$ cat src/rtl/au_cmp_iter_if.sv
// Handshake and operand/result bundle for the iterative comparator.
// master drives operands and out_ready; slave is the comparator itself.
interface au_cmp_iter_if #(
    parameter int WIDTH = 8
);
    logic             in_valid;
    logic             in_ready;
    logic [WIDTH-1:0] a;
    logic [WIDTH-1:0] b;
    logic             tc;
    logic             out_valid;
    logic             out_ready;
    logic             eq;
    logic             lt;
    logic             gt;
    logic             busy;

    modport master (
        output in_valid, a, b, tc, out_ready,
        input  in_ready, out_valid, eq, lt, gt, busy
    );

    modport slave (
        input  in_valid, a, b, tc, out_ready,
        output in_ready, out_valid, eq, lt, gt, busy
    );
endinterface

$ cat src/rtl/au_cmp_iter.sv
// Iterative comparator: walks CHUNK-bit slices from MSB to LSB and stops at
// the first differing slice; tc selects two's-complement ordering per compare.
module au_cmp_iter #(
    parameter int WIDTH = 8,
    parameter int CHUNK = 2
) (
    input  logic         clk,
    input  logic         rst_n,
    au_cmp_iter_if.slave cmp_bus
);
    localparam int NCHUNK = (WIDTH + CHUNK - 1) / CHUNK;
    localparam int PW     = NCHUNK * CHUNK;
    localparam int IW     = (NCHUNK > 1) ? $clog2(NCHUNK) : 1;

    if (WIDTH < 1 || CHUNK < 1 || CHUNK > WIDTH) begin : g_param_err
        $fatal(1, "au_cmp_iter: illegal WIDTH=%0d / CHUNK=%0d", WIDTH, CHUNK);
    end

    typedef enum logic [1:0] {
        S_IDLE,
        S_RUN,
        S_DONE
    } state_t;

    state_t           r_state;
    state_t           w_state_next;
    logic [PW-1:0]    r_a;
    logic [PW-1:0]    r_b;
    logic [IW-1:0]    r_idx;
    logic             r_eq;
    logic             r_lt;
    logic             r_gt;

    logic             w_in_ready;
    logic             w_accept;
    logic [WIDTH-1:0] w_sign_mask;
    logic [WIDTH-1:0] w_a_cap;
    logic [WIDTH-1:0] w_b_cap;
    logic [CHUNK-1:0] w_a_chunk [NCHUNK];
    logic [CHUNK-1:0] w_b_chunk [NCHUNK];
    logic [CHUNK-1:0] w_ca;
    logic [CHUNK-1:0] w_cb;
    logic             w_differ;
    logic             w_last;

    // Flipping both MSBs maps signed order onto unsigned order.
    assign w_sign_mask = WIDTH'(cmp_bus.tc) << (WIDTH - 1);
    assign w_a_cap     = cmp_bus.a ^ w_sign_mask;
    assign w_b_cap     = cmp_bus.b ^ w_sign_mask;

    for (genvar gi = 0; gi < NCHUNK; gi++) begin : g_chunk
        assign w_a_chunk[gi] = r_a[gi*CHUNK +: CHUNK];
        assign w_b_chunk[gi] = r_b[gi*CHUNK +: CHUNK];
    end

    assign w_ca     = w_a_chunk[r_idx];
    assign w_cb     = w_b_chunk[r_idx];
    assign w_differ = (w_ca != w_cb);
    assign w_last   = (r_idx == '0);

    assign w_in_ready = (r_state == S_IDLE) || (r_state == S_DONE && cmp_bus.out_ready);
    assign w_accept   = cmp_bus.in_valid && w_in_ready;

    always_comb begin
        w_state_next = r_state;
        case (r_state)
            S_IDLE: begin
                if (w_accept) w_state_next = S_RUN;
            end
            S_RUN: begin
                if (w_differ || w_last) w_state_next = S_DONE;
            end
            S_DONE: begin
                // A new compare may start on the same edge as the result handoff.
                if (cmp_bus.out_ready) w_state_next = w_accept ? S_RUN : S_IDLE;
            end
            default: w_state_next = S_IDLE;
        endcase
    end

    always_ff @(posedge clk or negedge rst_n) begin
        if (!rst_n) begin
            r_state <= S_IDLE;
            r_a     <= '0;
            r_b     <= '0;
            r_idx   <= '0;
            r_eq    <= 1'b0;
            r_lt    <= 1'b0;
            r_gt    <= 1'b0;
        end else begin
            r_state <= w_state_next;
            if (w_accept) begin
                r_a   <= PW'(w_a_cap);
                r_b   <= PW'(w_b_cap);
                r_idx <= IW'(NCHUNK - 1);
            end else if (r_state == S_RUN) begin
                if (w_differ) begin
                    r_eq <= 1'b0;
                    r_lt <= (w_ca < w_cb);
                    r_gt <= (w_ca > w_cb);
                end else if (w_last) begin
                    r_eq <= 1'b1;
                    r_lt <= 1'b0;
                    r_gt <= 1'b0;
                end else begin
                    r_idx <= r_idx - IW'(1);
                end
            end
        end
    end

    assign cmp_bus.in_ready  = w_in_ready;
    assign cmp_bus.out_valid = (r_state == S_DONE);
    assign cmp_bus.busy      = (r_state == S_RUN);
    assign cmp_bus.eq        = r_eq;
    assign cmp_bus.lt        = r_lt;
    assign cmp_bus.gt        = r_gt;
endmodule

$ cat src/flat_wrapper.sv
// flat-port wrapper written by rule: the top's interface ports become plain ports
module au_cmp_iter_flat 
#(
    parameter int WIDTH = 8,
    parameter int CHUNK = 2
)
  (clk, rst_n, cmp_bus_in_valid, cmp_bus_a, cmp_bus_b, cmp_bus_tc, cmp_bus_out_ready, cmp_bus_in_ready, cmp_bus_out_valid, cmp_bus_eq, cmp_bus_lt, cmp_bus_gt, cmp_bus_busy);
  au_cmp_iter_if #(.WIDTH(WIDTH)) cmp_bus_i ();
  input  logic clk;
  input  logic rst_n;
  input wire logic [$bits(cmp_bus_i.in_valid)-1:0] cmp_bus_in_valid;
  input wire logic [$bits(cmp_bus_i.a)-1:0] cmp_bus_a;
  input wire logic [$bits(cmp_bus_i.b)-1:0] cmp_bus_b;
  input wire logic [$bits(cmp_bus_i.tc)-1:0] cmp_bus_tc;
  input wire logic [$bits(cmp_bus_i.out_ready)-1:0] cmp_bus_out_ready;
  output wire logic [$bits(cmp_bus_i.in_ready)-1:0] cmp_bus_in_ready;
  output wire logic [$bits(cmp_bus_i.out_valid)-1:0] cmp_bus_out_valid;
  output wire logic [$bits(cmp_bus_i.eq)-1:0] cmp_bus_eq;
  output wire logic [$bits(cmp_bus_i.lt)-1:0] cmp_bus_lt;
  output wire logic [$bits(cmp_bus_i.gt)-1:0] cmp_bus_gt;
  output wire logic [$bits(cmp_bus_i.busy)-1:0] cmp_bus_busy;
  assign cmp_bus_i.in_valid = cmp_bus_in_valid;
  assign cmp_bus_i.a = cmp_bus_a;
  assign cmp_bus_i.b = cmp_bus_b;
  assign cmp_bus_i.tc = cmp_bus_tc;
  assign cmp_bus_i.out_ready = cmp_bus_out_ready;
  assign cmp_bus_in_ready = cmp_bus_i.in_ready;
  assign cmp_bus_out_valid = cmp_bus_i.out_valid;
  assign cmp_bus_eq = cmp_bus_i.eq;
  assign cmp_bus_lt = cmp_bus_i.lt;
  assign cmp_bus_gt = cmp_bus_i.gt;
  assign cmp_bus_busy = cmp_bus_i.busy;
  au_cmp_iter #(.WIDTH(WIDTH), .CHUNK(CHUNK)) u_core (.clk(clk), .rst_n(rst_n), .cmp_bus(cmp_bus_i));
endmodule
$ cat config.mk
export PLATFORM = sky130hd
export DESIGN_NAME = au_cmp_iter_flat
export DESIGN_NICKNAME = d
export VERILOG_FILES = /design/src/rtl/au_cmp_iter_if.sv /design/src/rtl/au_cmp_iter.sv /design/src/flat_wrapper.sv
export SDC_FILE = /design/constraint.sdc
export NUM_CORES = 1
export LEC_CHECK = 0
export CAP_MARGIN = 15
export CORE_UTILIZATION = 51
export CTS_BUF_LIST = sky130_fd_sc_hd__clkbuf_4
export DETAILED_ROUTE_END_ITERATION = 8
export GPL_TIMING_DRIVEN = 0
export PLACE_DENSITY = 0.8
export RECOVER_POWER = 25
export SYNTH_ARGS = -nofsm -noshare
export SYNTH_HDL_FRONTEND = slang
export SYNTH_SLANG_ARGS = --single-unit
$ cat constraint.sdc
create_clock -name clk -period 2.7 [get_ports clk]
set_clock_uncertainty 0.2 [all_clocks]
set_input_delay 0.405 -clock clk [delete_from_list [all_inputs] [get_ports clk]]
set_output_delay 0.405 -clock clk [all_outputs]
set_load 0.01 [all_outputs]
# After elaboration in Yosys (flattened, before gate mapping)
# Index checks and enable logic that the tools add are counted.
totals:
  wordCells: 54
  ff_bits: 23
  in_bits: 21
  out_inout_bits: 6
classes:
  eq_ne: 8
  n_reduce_logical: 11
  bitwise: 4
  magnitude_cmp: 3
  muxes: 20
  add_sub_neg: 1
ops:
  columns: ["operator", "n"]
  rows:
  - ["two-way mux 2 bit", 11]
  - ["bitwise XOR 8 bit", 2]
  - ["AND reduction 3 bit", 3]
  - ["binary-select mux 2 bit (select 2 bit)", 2]
  - ["!= test 2 x 1 -> 1 bit (second input constant)", 4]
  - ["two-way mux 1 bit", 6]
  - ["one-hot mux 2 bit (3 select lines)", 1]
  - ["zero test 2 bit", 2]
  - ["nonzero test 2 bit", 2]
  - [">= comparator 3 bit (second input constant)", 1]
  - ["inverter 2 -> 3 bit", 1]
  - ["equality test 2 x 1 -> 1 bit (second input constant)", 1]
  - ["equality test 2 bit (second input constant)", 1]
  - ["greater-than comparator 2 bit", 1]
  - ["logical AND 1 bit", 2]
  - ["logical OR 1 bit", 2]
  - ["less-than comparator 2 bit", 1]
  - ["!= test 2 bit", 1]
  - ["!= test 2 bit (second input constant)", 1]
  - ["subtractor 2 x 1 -> 2 bit (second input constant)", 1]
  - ["inverter 1 bit", 1]

# Logic depth before layout (Yosys ltp)
depth:
  depth_word: 8
  ltp_mapped: 7
  depth_no_buf: 6

# Least setup slack after synthesis
# OpenSTA, ideal clock, no wires.
synth_timing:
  kind: "reg2reg"
  startpoint: "reg u_core.r_idx[0]"
  endpoint: "reg u_core.r_lt (netlist: u_core.cmp_bus.lt)"
  setup_time_ns: 0.125
  period_less_slack_ns: 2.239
  path_buffers: 1
  t_arrival_ns: 1.915
  slack_ns: 0.461
  stages_incl_launch_ff: 7
  required_time_ns: 2.375
  path_cell_list: "dfrtp_1 buf_2 mux4_2 ha_1 nand2_1 o21ai_2 mux2_2"
synth_between:
  elab_chain_len: 7
  word_cells_on_any_way: 13
  cone_classes: "1 x order compare; 1 x eq/ne; 7 x mux; 1 x bitwise; 3 x reduce/logical"
synth_lines:
  columns: ["element", "line", "rtl"]
  rows:
  - ["start: declaration", "au_cmp_iter.sv:29", "logic [IW-1:0] r_idx;"]
  - ["start signal: assignment", "au_cmp_iter.sv:95", "r_idx <= IW'(NCHUNK - 1);"]
  - ["start signal: assignment", "au_cmp_iter.sv:106", "r_idx <= r_idx - IW'(1);"]
  - ["inverter 2 -> 3 bit (implied by the code)", "au_cmp_iter.sv:56, au_cmp_iter.sv:57", null]
  - ["binary-select mux 2 bit (select 2 bit), on equally long branches", "au_cmp_iter.sv:56, au_cmp_iter.sv:57", null]
  - ["two-way mux 2 bit, on equally long branches (2 in a row)", "au_cmp_iter.sv:56, au_cmp_iter.sv:57", null]
  - ["!= test 2 bit", "au_cmp_iter.sv:58", "assign w_differ = (w_ca != w_cb);"]
  - ["nonzero test 2 bit (no line)", null, null]
  - ["AND reduction 3 bit (no line)", null, null]
  - ["end signal: assignment", "au_cmp_iter.sv:99", "r_lt <= (w_ca < w_cb);"]
  - ["end: declaration", "au_cmp_iter.sv:31", "logic r_lt;"]
# Several ways; a longest one is shown, not always the timed one. The select of a mux whose other input is x is not followed.
# A chain may end at the register's enable or synchronous reset.

# Worst setup path after layout
# Ends and elaborated chain as after synthesis.

==> results.md <==
- Vias per inst: 5.239
- # IOs: 27
- Sequential area share after synthesis: 49.25%
- Worst R2R Start: u_core.r_idx[0]
- Most frequent cells in the layout: 25 x clkdlybuf4s50_1, 23 x dfrtp_1, 10 x mux2_2, 7 x mux2_4, 6 x inv_1
- Post-detail-place hpwl: 1482 um
- Max-cap violations: 0
- CTS tree: yes
- Syn-to-layout area delta: 27.52%
- Critical Path AT: ~2.4 ns
- Post-synth EDFFs: 0
- Tightest Hold Check Type: reg -> reg
- Die W: between 40 and 50 um
- Post-CTS sizing: 0
- Reg2reg path depth: 6
- Most common cell after layout, fill and taps aside: clkdlybuf4s50_1
- DR WL/cell: about 14 um
- Crit path launch type: flip-flop
- Multi-input gate area: 526.8 um^2
- Core area: 2062 um^2
- Cell Rows: 16
- Cts hold-fix bufs: 0
- Hold path cells: 1
- Main synth FF type: dfrtp_1
- Hold Slack: 0.2911 ns
- Power, Total: 1593 uW
- RSZ-0062 raised after global routing: false
- Die height: 49.87 um
- Setup ws final: 0.2687 ns
- Initial antenna violation count: 0
- Worst Setup Path Type: reg -> reg
- Max VDD drop: 0.6246 mV
- Vias in the first global route: 752
- Post-synth net total: 105
- Hold Path Sink: u_core.cmp_bus.gt
- Worst slack, placed: 0.2966 ns
- R2r endpoint: u_core.cmp_bus.lt
- Routed length on met1: around 800 um
- Met3 Wirelength: 58 um
- Final min period: 2.431 ns
- Die ar.: about 2500 um^2
- Grt total ovfl: 0
- CTS max path bufs: 2
- Drt first pass iters: 4
- Peak Freq: 0.4113 GHz
- Cells after Synth: 81
- Initial Util: 56.67%
- CTS H-tree lvls: 1
- Tcrit/Tclk final: 90.05%
- CP endpoint kind: flip-flop
- DRC viols: 0
- CP max FO: 7
- Status: complete, no violations
- Share of layout cells above drive strength 1: 30.63%
- # Post-CTS Setup Buffers: 0
- Worst hold start: u_core.cmp_bus.gt
- Worst-margin pin slew: 1.029 ns
- Clock latency on the worst-skew pair: 0.31 ns
- Syn_area_per_cell: 14.43 um^2
- I/O Buffers: 26
- R2r setup slk: 0.27 ns
- Cell Pwr Density: 1069 nW/um^2
- Worst path required time: 2.71 ns
- Syn Std Cell Area: 1169 um^2
- CTS Buf Count: 3
- CTS Root Cell: clkbuf_4
- Clk sinks: 23
- Filler Cells Inserted: 142
- Routed via count: ~720
- Register area: 575.6 um^2
- Top layer in use: met4
- FF+latch count, synth: 23
- Max-slew violations: 0
- Warnings from Yosys: 0
- Reg clk slew, reported paths: 0.13 ns
- Count of cell types in the netlist: 29
- Overall Global Routing Usage: 18.04%
- Relative slew margins: 31.15%
- Final Hold Viols: 0
- Final Setup Violations: 0
- Share of synthesized registers carrying an async set or reset: between 90% and 100%
- First-pass GRT wire length: 3263 um
- Met2 wire len: ~1100 um
- Total negative setup slack: 0 ns
- Antenna cells: 0
- Final wirelength: 1956 um
- GPL Wtd Cong: 0.7776
- Maximum number of pins on one net before global-route repair: 24
- Leakage: 0.0007040 uW
- Iteration-0 DRC count of the detailed router: 4
- Routed Antenna Nets: 0
- Final #Nets: approximately 140
## area by class of cell
class | count | area share (%)
Buffer | 4 | 2.939
Clock buffer | 3 | 1.511
Clock inverter | 1 | 0.3359
Inverter | 6 | 1.511
Multi-Input combinational cell | 48 | 35.35
Sequential cell | 23 | 38.62
Tap cell | 27 | 2.267
Timing Repair Buffer | 26 | 17.46
## through the flow
step,cell area [um^2],instances,util [%]
2_1_floorplan,1169,81,-
3_3_place_gp,1463,134,70.93
3_5_place_dp,1463,134,70.93
4_1_cts,1490,138,72.27
5_1_grt,1490,138,72.27
6_report,1490,138,72.27
## cell families after synthesis
group	synth area share [%]
adders and majority gates	3.212
and+or+nand+nor	7.173
muxes	27.20
AOI/OAI and AO/OA	5.995
DFF	49.25
buffers and inverters	5.674
xor gates and xnor gates	1.499
## worst max-delay path, cell delays in order, from the launching register on
cell and delay (ns):
dfrtp_1 0.34, buf_2 0.21, mux4_2 0.53, ha_1 0.35, nand2_1 0.11, o21ai_2 0.23, mux2_2 0.37
## how the worst max path moves through the flow
stage | start | end | cells after the start
final | u_core.r_idx[0] | u_core.cmp_bus.lt | 6
after global placement | u_core.r_idx[0] | u_core.cmp_bus.lt | 6
after floorplan | u_core.r_idx[0] | u_core.cmp_bus.lt | 6
after global routing | u_core.r_idx[0] | u_core.cmp_bus.lt | 6
after CTS | u_core.r_idx[0] | u_core.cmp_bus.lt | 6
after detailed placement | u_core.r_idx[0] | u_core.cmp_bus.lt | 6
## state kept, by name, indices dropped and copies added, names as in the netlist
| signal | cells |
|---|---|
| u_core.cmp_bus.eq | 1 |
| u_core.cmp_bus.gt | 1 |
| u_core.cmp_bus.lt | 1 |
| u_core.r_a | 8 |
| u_core.r_b | 8 |
| u_core.r_idx | 2 |
| u_core.r_state | 2 |
## power by group
| part | total (uW) | leakage, uW | internal, uW | switching [uW] |
|---|---|---|---|---|
| Clock | 161 | 0.0000177 | 55.3 | 106 |
| Combinational | 828 | 0.000418 | 506 | 322 |
| Sequential | 604 | 0.000268 | 509 | 94.9 |
## Yosys cell counts, types with 2 or more instances
library cell  number  area, um^2
xor2_1             2       17.52
o21bai_1           2       15.01
mux2_4             7       105.1
dfrtp_1           23       575.6
mux2_2            10       112.6
inv_1              6       22.52
ha_1               3       37.54
and3_1             2       12.51
a21oi_1            3       15.01
mux4_2             4       90.09
## per-layer routing
metal / GRT usage (%) / up-vias
met3: 2.778 / 4
met4: 8.571 / 0
met1: 21.10 / 360
met2: 31.98 / 17
met5: 0 / -
li1: - / 342
Power figures use the tool's default switching activity.
